### config.mk
export PLATFORM = sky130hd
export DESIGN_NAME = mac_tile_scheduler
export DESIGN_NICKNAME = d
export VERILOG_FILES = /design/src/rtl/mac_pkg.sv /design/src/rtl/mac_tile_scheduler_dim_decode.sv /design/src/rtl/mac_tile_scheduler.sv
export SDC_FILE = /design/constraint.sdc
export NUM_CORES = 1
export LEC_CHECK = 0
export BUFFER_PORTS_ARGS = -buffer_cell sky130_fd_sc_hd__buf_4
export CAP_MARGIN = 20
export CORE_UTILIZATION = 54
export CTS_CLUSTER_DIAMETER = 150
export DETAILED_ROUTE_END_ITERATION = 10
export PLACE_DENSITY = 0.76
export SLEW_MARGIN = 20
export SYNTH_ARGS = -nofsm -noshare
export SYNTH_HDL_FRONTEND = slang
export SYNTH_HIERARCHICAL = 1
export SYNTH_SLANG_ARGS = --single-unit
### constraint.sdc
create_clock -name CLK -period 4.8 [get_ports CLK]
set_input_delay 0.72 -clock CLK [delete_from_list [all_inputs] [get_ports CLK]]
set_output_delay 0.72 -clock CLK [all_outputs]
set_load 0.01 [all_outputs]
### src/rtl/mac_pkg.sv
// Shared constants, FSM state type and MNT field layout for the MAC tile scheduler.
package mac_pkg;

    localparam int TILE   = 4;   // array edge: rows and columns per tile
    localparam int MAXDIM = 8;   // largest legal M, N or T
    localparam int RD_LAT = 1;   // SRAM read latency in cycles
    localparam int DIM_W  = 4;   // width of each MNT field

    // MNT = {M, N, T}
    localparam int MNT_M_LSB = 8;
    localparam int MNT_N_LSB = 4;
    localparam int MNT_T_LSB = 0;

    // LOAD issues TILE reads, the last read lands RD_LAT cycles later
    localparam int LOAD_CYCLES = TILE + RD_LAT;

    typedef enum logic [2:0] {
        S_IDLE,
        S_LOAD,
        S_COMP,
        S_WRITE,
        S_DONE
    } state_t;

    // A dimension is usable when it is 1..MAXDIM
    function automatic logic dim_legal(input logic [DIM_W-1:0] d);
        return (d != '0) && (d <= DIM_W'(MAXDIM));
    endfunction

endpackage

### src/rtl/mac_tile_scheduler_dim_decode.sv
// Combinational decode of the packed MNT word into dimensions, tile counts and a legality flag.
module mac_dim_decode
    import mac_pkg::*;
(
    input  logic [11:0]      mnt,
    output logic             legal,
    output logic [DIM_W-1:0] m,
    output logic [DIM_W-1:0] n,
    output logic [DIM_W-1:0] t,
    output logic [1:0]       nt,
    output logic [1:0]       nm
);

    // Split fields, check ranges and count tiles (ceil(dim/TILE), 1 or 2 for legal dims)
    always_comb begin
        m     = mnt[MNT_M_LSB +: DIM_W];
        n     = mnt[MNT_N_LSB +: DIM_W];
        t     = mnt[MNT_T_LSB +: DIM_W];
        legal = dim_legal(m) && dim_legal(n) && dim_legal(t);
        nt    = (t > DIM_W'(TILE)) ? 2'd2 : 2'd1;
        nm    = (m > DIM_W'(TILE)) ? 2'd2 : 2'd1;
    end

endmodule

### src/rtl/mac_tile_scheduler.sv
// Sequencer for the 4x4 MAC array: walks output tiles (tb outer, mb inner), issuing
// SRAM reads, accumulate steps and output-row writes. All outputs are registered and
// are computed from the next state so they line up with the state they belong to.
module mac_tile_scheduler
    import mac_pkg::*;
(
    input  logic        CLK,
    input  logic        RSTN,
    input  logic        START,
    input  logic [11:0] MNT,
    output logic        BUSY,
    output logic        DONE,
    output logic        ERR,
    output logic        EN_I,
    output logic [2:0]  ADDR_I,
    output logic        EN_W,
    output logic [2:0]  ADDR_W,
    output logic        EN_O,
    output logic        RW_O,
    output logic [3:0]  ADDR_O,
    output logic        DP_CLR,
    output logic        DP_LD,
    output logic [1:0]  DP_LD_ROW,
    output logic        DP_ZI,
    output logic        DP_ZW,
    output logic        DP_ACC_EN,
    output logic [2:0]  DP_K,
    output logic [3:0]  DP_COL_MASK,
    output logic [1:0]  DP_OSEL
);

    logic             dec_legal;
    logic [DIM_W-1:0] dec_m, dec_n, dec_t;
    logic [1:0]       dec_nt, dec_nm;

    mac_dim_decode u_dim_decode (
        .mnt   (MNT),
        .legal (dec_legal),
        .m     (dec_m),
        .n     (dec_n),
        .t     (dec_t),
        .nt    (dec_nt),
        .nm    (dec_nm)
    );

    // Control state
    state_t           state_q, state_d;
    logic [2:0]       c_q, c_d;          // step counter inside LOAD / COMP / WRITE
    logic             tb_q, tb_d;
    logic             mb_q, mb_d;
    logic [DIM_W-1:0] m_q, m_d, n_q, n_d, t_q, t_d;
    logic [1:0]       nt_q, nt_d, nm_q, nm_d;
    logic             err_q, err_d;      // current request was illegal
    logic             pend_q, pend_d;    // illegal request waiting one cycle before reporting

    // Registered outputs
    logic       busy_q, busy_d, done_q, done_d, err_o_q, err_o_d;
    logic       en_i_q, en_i_d, en_w_q, en_w_d, en_o_q, en_o_d, rw_o_q, rw_o_d;
    logic [2:0] addr_i_q, addr_i_d, addr_w_q, addr_w_d;
    logic [3:0] addr_o_q, addr_o_d;
    logic       clr_q, clr_d, ld_q, ld_d, zi_q, zi_d, zw_q, zw_d, acc_q, acc_d;
    logic [1:0] ld_row_q, ld_row_d, osel_q, osel_d;
    logic [2:0] k_q, k_d;
    logic [3:0] col_mask_q, col_mask_d;

    // Per-column "inside M" flags for the next mb
    logic [TILE-1:0] col_hit;
    for (genvar gi = 0; gi < TILE; gi++) begin : g_col
        assign col_hit[gi] = ({1'b0, mb_d, 2'(gi)} < m_d);
    end

    // Next-state logic: request acceptance, phase stepping and tile walk
    always_comb begin
        state_d = state_q;
        c_d     = c_q;
        tb_d    = tb_q;
        mb_d    = mb_q;
        m_d     = m_q;
        n_d     = n_q;
        t_d     = t_q;
        nt_d    = nt_q;
        nm_d    = nm_q;
        err_d   = err_q;
        pend_d  = pend_q;
        unique case (state_q)
            S_IDLE: begin
                if (pend_q) begin
                    pend_d  = 1'b0;
                    err_d   = 1'b1;
                    state_d = S_DONE;
                end else if (START) begin
                    m_d   = dec_m;
                    n_d   = dec_n;
                    t_d   = dec_t;
                    nt_d  = dec_nt;
                    nm_d  = dec_nm;
                    err_d = 1'b0;
                    c_d   = 3'd0;
                    tb_d  = 1'b0;
                    mb_d  = 1'b0;
                    if (dec_legal) begin
                        state_d = S_LOAD;
                    end else begin
                        pend_d = 1'b1;
                    end
                end
            end
            S_LOAD: begin
                if (c_q == 3'(LOAD_CYCLES - 1)) begin
                    c_d     = 3'd0;
                    state_d = S_COMP;
                end else begin
                    c_d = c_q + 3'd1;
                end
            end
            S_COMP: begin
                if ({1'b0, c_q} == n_q - 4'd1) begin
                    c_d     = 3'd0;
                    state_d = S_WRITE;
                end else begin
                    c_d = c_q + 3'd1;
                end
            end
            S_WRITE: begin
                if (c_q == 3'(TILE - 1)) begin
                    c_d     = 3'd0;
                    state_d = S_LOAD;
                    if ({1'b0, mb_q} == nm_q - 2'd1) begin
                        mb_d = 1'b0;
                        if ({1'b0, tb_q} == nt_q - 2'd1) begin
                            state_d = S_DONE;
                        end else begin
                            tb_d = tb_q + 1'b1;
                        end
                    end else begin
                        mb_d = mb_q + 1'b1;
                    end
                end else begin
                    c_d = c_q + 3'd1;
                end
            end
            S_DONE: begin
                state_d = S_IDLE;
            end
            default: begin
                state_d = S_IDLE;
            end
        endcase
    end

    // Output decode from the next state, so each registered output matches its state
    always_comb begin
        logic [2:0] row;
        logic       rd_phase, ld_phase, wr_phase;
        row      = {tb_d, c_d[1:0]};
        rd_phase = (state_d == S_LOAD) && (c_d < 3'(TILE));
        ld_phase = (state_d == S_LOAD) && (c_d != 3'd0);
        wr_phase = (state_d == S_WRITE);

        busy_d  = (state_d == S_LOAD) || (state_d == S_COMP) || (state_d == S_WRITE) || pend_d;
        done_d  = (state_d == S_DONE);
        err_o_d = (state_d == S_DONE) && err_d;

        en_i_d   = rd_phase && ({1'b0, row} < t_d);
        addr_i_d = rd_phase ? row : 3'd0;
        en_w_d   = rd_phase && ({1'b0, mb_d, c_d[1:0]} < m_d);
        addr_w_d = rd_phase ? {mb_d, c_d[1:0]} : 3'd0;

        clr_d    = (state_d == S_LOAD) && (c_d == 3'd0);
        ld_d     = ld_phase;
        ld_row_d = ld_phase ? 2'(c_d - 3'd1) : 2'd0;
        // Rows whose read was suppressed last cycle are loaded as zeros
        zi_d     = ld_phase && !en_i_q;
        zw_d     = ld_phase && !en_w_q;

        acc_d = (state_d == S_COMP);
        k_d   = (state_d == S_COMP) ? c_d : 3'd0;

        en_o_d     = wr_phase && ({1'b0, row} < t_d);
        rw_o_d     = en_o_d;
        addr_o_d   = wr_phase ? {row, mb_d} : 4'd0;
        osel_d     = wr_phase ? c_d[1:0] : 2'd0;
        col_mask_d = wr_phase ? col_hit : 4'd0;
    end

    // State, counters, latched dimensions and output registers
    always_ff @(posedge CLK or negedge RSTN) begin
        if (!RSTN) begin
            state_q    <= S_IDLE;
            c_q        <= '0;
            tb_q       <= 1'b0;
            mb_q       <= 1'b0;
            m_q        <= '0;
            n_q        <= '0;
            t_q        <= '0;
            nt_q       <= '0;
            nm_q       <= '0;
            err_q      <= 1'b0;
            pend_q     <= 1'b0;
            busy_q     <= 1'b0;
            done_q     <= 1'b0;
            err_o_q    <= 1'b0;
            en_i_q     <= 1'b0;
            addr_i_q   <= '0;
            en_w_q     <= 1'b0;
            addr_w_q   <= '0;
            en_o_q     <= 1'b0;
            rw_o_q     <= 1'b0;
            addr_o_q   <= '0;
            clr_q      <= 1'b0;
            ld_q       <= 1'b0;
            ld_row_q   <= '0;
            zi_q       <= 1'b0;
            zw_q       <= 1'b0;
            acc_q      <= 1'b0;
            k_q        <= '0;
            col_mask_q <= '0;
            osel_q     <= '0;
        end else begin
            state_q    <= state_d;
            c_q        <= c_d;
            tb_q       <= tb_d;
            mb_q       <= mb_d;
            m_q        <= m_d;
            n_q        <= n_d;
            t_q        <= t_d;
            nt_q       <= nt_d;
            nm_q       <= nm_d;
            err_q      <= err_d;
            pend_q     <= pend_d;
            busy_q     <= busy_d;
            done_q     <= done_d;
            err_o_q    <= err_o_d;
            en_i_q     <= en_i_d;
            addr_i_q   <= addr_i_d;
            en_w_q     <= en_w_d;
            addr_w_q   <= addr_w_d;
            en_o_q     <= en_o_d;
            rw_o_q     <= rw_o_d;
            addr_o_q   <= addr_o_d;
            clr_q      <= clr_d;
            ld_q       <= ld_d;
            ld_row_q   <= ld_row_d;
            zi_q       <= zi_d;
            zw_q       <= zw_d;
            acc_q      <= acc_d;
            k_q        <= k_d;
            col_mask_q <= col_mask_d;
            osel_q     <= osel_d;
        end
    end

    assign BUSY        = busy_q;
    assign DONE        = done_q;
    assign ERR         = err_o_q;
    assign EN_I        = en_i_q;
    assign ADDR_I      = addr_i_q;
    assign EN_W        = en_w_q;
    assign ADDR_W      = addr_w_q;
    assign EN_O        = en_o_q;
    assign RW_O        = rw_o_q;
    assign ADDR_O      = addr_o_q;
    assign DP_CLR      = clr_q;
    assign DP_LD       = ld_q;
    assign DP_LD_ROW   = ld_row_q;
    assign DP_ZI       = zi_q;
    assign DP_ZW       = zw_q;
    assign DP_ACC_EN   = acc_q;
    assign DP_K        = k_q;
    assign DP_COL_MASK = col_mask_q;
    assign DP_OSEL     = osel_q;

endmodule

; Word level (Yosys, flattened, before mapping)
; Index checks and enable logic that the tools add are counted.
[totals]
reg_bits = 58
word_cells = 135
[op_classes]
n_bitwise = 1
mux = 48
eq_ne = 12
n_reduce_logical = 26
n_addsub = 7
magnitude_cmp = 12
[ops]
columns = operator, n
row1 = $mux W3, 16
row2 = $mux W4, 8
row3 = $lt A3 B4 Y1, 6
row4 = $pmux W3 S4, 2
row5 = $mux W1, 16
row6 = $eq A3 B2 Y1 const B, 5
row7 = $logic_and A1 B1 Y1, 14
row8 = $le A4 B4 Y1 const B, 3
row9 = $reduce_bool A4 Y1, 3
row10 = $gt A4 B3 Y1 const B, 2
row11 = $mux W2, 4
row12 = $eq A3 B1 Y1 const B, 2
row13 = $eq A3 B3 Y1 const B, 2
row14 = $logic_not A3 Y1, 2
row15 = $sub A2 B1 Y2 const B, 3
row16 = $eq A1 B2 Y1, 2
row17 = $eq A3 B4 Y1, 1
row18 = $pmux W1 S2, 2
row19 = $sub A4 B1 Y4 const B, 1
row20 = $add A3 B1 Y3 const B, 1
row21 = $logic_or A1 B1 Y1, 3
row22 = $lt A3 B3 Y1 const B, 1
row23 = $reduce_and A3 Y1, 1
row24 = $reduce_bool A3 Y1, 1
row25 = 3 further kinds, 5

; Depth between registers and ports, before layout
[depth]
ltp_word = 12
ltp_mapped = 13

; Hierarchy
; The synthesis kept the hierarchy.
[by_module_without_submodules]
columns = module, cells_each, area_each_um2, n_inst, seq_area_each_um2
row1 = mac_tile_scheduler, 230, 2452.4, 1, 1351.3
row2 = mac_dim_decode, 25, 173.9, 1, 0.0

; Least setup slack after synthesis
; OpenSTA, ideal clock, no wires.
[synth_path]
path_type = flip-flop to flip-flop
startpoint = reg n_q[0]
endpoint = reg en_w_q (netlist: EN_W)
path_stages_with_launch = 13
setup_slack_ps = 1958
arrival_time_ps = 2769
synth_period_minus_slack_ps = 2842
path_cell_list = dfrtp_1 > inv_1 > ha_1 > xor2_1 > or3_1 > a21oi_2 > nand3_2 > a22oi_1 > inv_1 > ha_1 > a21o_1 > a221o_1 > a21oi_2
[synth_via]
elab_chain_cells = 7
word_cells_on_any_way = 11
classes_between = add/sub (1) / order compare (2) / eq/ne (2) / mux (4) / reduce/logical (2)
[synth_rtl]
columns = item, line_no
row1 = start: declaration, mac_tile_scheduler.sv:51  ; logic [DIM_W-1:0] m_q, m_d, n_q, n_d, t_q, t_d;
row2 = start signal: assignment, mac_tile_scheduler.sv:225  ; n_q <= n_d;
row3 = $sub A4 B1 Y4 *, mac_tile_scheduler.sv:117  ; if ({1'b0, c_q} == n_q - 4'd1) begin
row4 = $eq A3 B4 Y1 *, mac_tile_scheduler.sv:117
row5 = $mux W3 *, mac_tile_scheduler.sv:117
row6 = $pmux W3 S4 *, mac_tile_scheduler.sv:85  ; unique case (state_q)
row7 = via c_d[1], mac_tile_scheduler.sv:48  ; logic [2:0] c_q, c_d;
row8 = $lt A3 B3 Y1, mac_tile_scheduler.sv:156  ; rd_phase = (state_d == S_LOAD) && (c_d < 3'(TILE));
row9 = $logic_and A1 B1 Y1, mac_tile_scheduler.sv:156
row10 = $logic_and A1 B1 Y1 *, mac_tile_scheduler.sv:166  ; en_w_d = rd_phase && ({1'b0, mb_d, c_d[1:0]} < m_d);
row11 = via en_w_d, mac_tile_scheduler.sv:58  ; logic en_i_q, en_i_d, en_w_q, en_w_d, en_o_q, en_o_d, rw_o_q, rw_o_d;
row12 = end signal: assignment, mac_tile_scheduler.sv:236  ; en_w_q <= en_w_d;
row13 = end: declaration, mac_tile_scheduler.sv:58
; Mark *: on every way through the listed nets, which the timed path passes. The rest lies on a longest branch.
; A chain may end at the register's enable or synchronous reset.

; Worst setup path after layout
; Same ends and word-level chain as after synthesis.

==> impl_metrics.toml <==
[critical_path]
required_ns = 5.04
path_max_fanout = 5
setup.worst_path.start = "n_q[0]"
worstSetupEndpointType = "flop"
cp-start-kind = "flop"
arrival_ns = 3.47
setup.worst_path.class = "reg2reg"
r2r_start = "n_q[0]"

[synth]
ys_top_cells_by_count = "dfrtp_1 (54), nor2_1 (29), inv_1 (22), buf_4 (17)"
syn_area_mm2 = 0.00263
syn_inst = 255
async_flop_share_pct = 100
ys.warnings.count = 6
synthTopCellsByArea = "dfrtp_1 (51%), ha_1 (5.2%), buf_4 (4.9%)"
synth.distinct_cells = 45
ys_ff_latch = 54
synth.net_count = 281
synth-seq-area-share_pct = 51.5
synth_edf_count = 0
post-synth-top-count-cell = "dfrtp_1"
syn_area_per_cell_um2 = 10.3
ys.flop_type = "dfrtp_1"
synth_top_area_share_pct = 51.5
yosysTopAreaCell = "dfrtp_1"

[placed_design]
place_ws_ns = 1.60
io_buffer_count = 47
post-dp-hpwl_um = 3550
gp_congestion = 0.883

[finish]
fin_nets = 314
drive_above_1_share_pct = 24.9
n_antenna_cell = 0
syn_to_final_growth_pct = 14.3

[timing]
post-route-period-util_pct = 67.3
maxSlewViolCount = 0
hold_violations = 0
tns_ns = 0
fin_skew_ns = 0.00761
tightest_slew_ns = 0.661
rsz0062_at_grt = "false"
fmax_mhz = 310
finalSetupViolCount = 0
period_needed_ns = 3.23
hold-worst-slack_ns = 0.431
setup_slack_ns = 1.57
max_slew_margin_pct = 55.9

[grt]
overflow = 0
grt_pass1_wl_um = 8250
grt_max_degree = 55
first_global_vias = 1848
grt_antenna_before_repair = 0
track_usage_pct = 20.6

[pwr]
pwr-share-clk_pct = 16.2
combPwrFrac_pct = 42.3
pwr-share-seq_pct = 41.5
vdd_ir_drop_max_v = 0.000290
p_leak_nw = 1.54
power_w = 0.00165
switching_share_pct = 38.5
power_switching_w = 0.000636
internal-power_w = 0.00102
p_per_area_mw_per_mm2 = 551

[run_status]
status = "finished clean"

[floorplanning]
die_h_um = 71.7
row_count = 25
ioPinCount = 48
dieWidth_um = 71.7
fp.dieArea_mm2 = 0.00515
start_util_pct = 56.0
core_mm2 = 0.00469

[route]
routed_wl_um = 4770
wl_per_cell_um = 13.9
ant_nets = 0
drt-pass1-iter-count = 4
drc = 0
viasPerCell = 5.42
vias = 1859
drt_iter0_drc = 83

[clocking]
cts_sinks = 54
cts_max_level = 2
path_clk_slew_ns = 0.10
cts_made_buffers = 5
cts.path.max_buffers = 2
cts_hold_buf = 0
clk_latency_ns = 0.30
ctsResizeCount = 0
root_buffer = "clkbuf_8"
cts_setup_buffers = 0
cts_tree = "yes"

[worst_hold_path]
hold_path_startpoint = "EN_I"
hp-class = "reg2reg"

[job]
max-cap-violations = 0
layer usage:
| metal | GRT usage [%] | part of all wire [%] |
|---|---|---|
| met1 | 25.9 | 43 |
| met2 | 35.7 | 51 |
| met3 | 4.50 | 4.1 |
| met4 | 5.88 | 1.7 |
| met5 | 0 | 0 |
registers in the layout, indices dropped and copies added, names as in the netlist, 2 cells and up:
signal       cells
state_q          3
c_q              3
n_q              4
DP_COL_MASK      4
ADDR_O           3
t_q              4
nt_q             2
DP_LD_ROW        2
nm_q             2
m_q              4
DP_K             3
ADDR_W           3
power by group through the flow:
| stage | Clock [W] | Combinational (W) | Sequential [W] |
|---|---|---|---|
| after floorplan | 0 | 0.000512 | 0.000677 |
| after global placement | 0 | 0.000677 | 0.000686 |
| after detailed placement | 0 | 0.000697 | 0.000694 |
| after CTS | 0.000275 | 0.000702 | 0.000685 |
| after global routing | 0.000291 | 0.000803 | 0.000705 |
| final | 0.000268 | 0.000699 | 0.000686 |
stage by stage:
stage	cells	instance area, um^2	utilization (%)
after global placement	335	2900	61.9
after CTS	343	3000	64.0
after detailed placement	335	2900	61.9
after floorplan	255	2630	-
after global routing	343	3000	64.0
final	343	3000	64.0
critical path, cell delays in order (launching register included):
cell	delay, ns
dfrtp_1	0.42
inv_1	0.08
ha_1	0.21
xor2_1	0.19
or3_1	0.34
a21oi_2	0.28
nand3_2	0.16
a22oi_1	0.33
inv_1	0.15
ha_1	0.34
a21o_1	0.18
a221o_1	0.36
a21oi_2	0.13
path summary, 6_finish.rpt:
path | to | slack, ns | cells past startpoint
hold reg to reg | DP_ZI | 0.43 | 1
setup / recovery | EN_W | 1.57 | 12
max in group asynchronous | c_q[1] | 3.92 | 1
hold / removal | DP_ZI | 0.43 | 1
setup reg to reg | EN_W | 1.57 | 12
min in group asynchronous | DONE | 0.44 | 1
cells in the final DEF (no fill, tap or decap), types with 2 or more instances in the layout:
cell type / n
inv_2: 3
clkbuf_8: 6
a21oi_1: 9
mux2_2: 6
or2_1: 3
xor2_1: 6
nor3b_1: 2
inv_1: 22
o21ai_0: 10
or3_1: 5
and2_1: 3
a31oi_1: 6
nor2_1: 29
buf_4: 48
nand2b_1: 4
a21oi_2: 4
o21a_1: 3
nor3_1: 10
dfrtp_1: 54
clkinv_4: 2
nand3_1: 3
nand2_1: 11
mux2i_1: 6
a21o_1: 2
or4_1: 2
ha_1: 11
cell type report:
| class | count | area [um^2] |
|---|---|---|
| Inverter | 25 | 93.8 |
| Fill cell | 391 | 1690 |
| Clock inverter | 2 | 17.5 |
| Multi-Input combinational cell | 154 | 1030 |
| Clock buffer | 6 | 82.6 |
| Timing Repair Buffer | 48 | 360 |
| Sequential cell | 54 | 1350 |
| Tap cell | 54 | 67.6 |
kinds of logic (layout without fill, tap and decap cells):
kind of cell	count (synthesis)	in the layout	synth area share (%)
and+or+nand+nor	80	80	15.4
muxes	12	12	4.86
xor gates and xnor gates	6	6	2.00
AOI/OAI and AO/OA	45	45	11.7
adders and majority gates	11	11	5.24
buffers and inverters	47	81	9.34
DFF	54	54	51.5
Power figures use the tool's default switching activity.
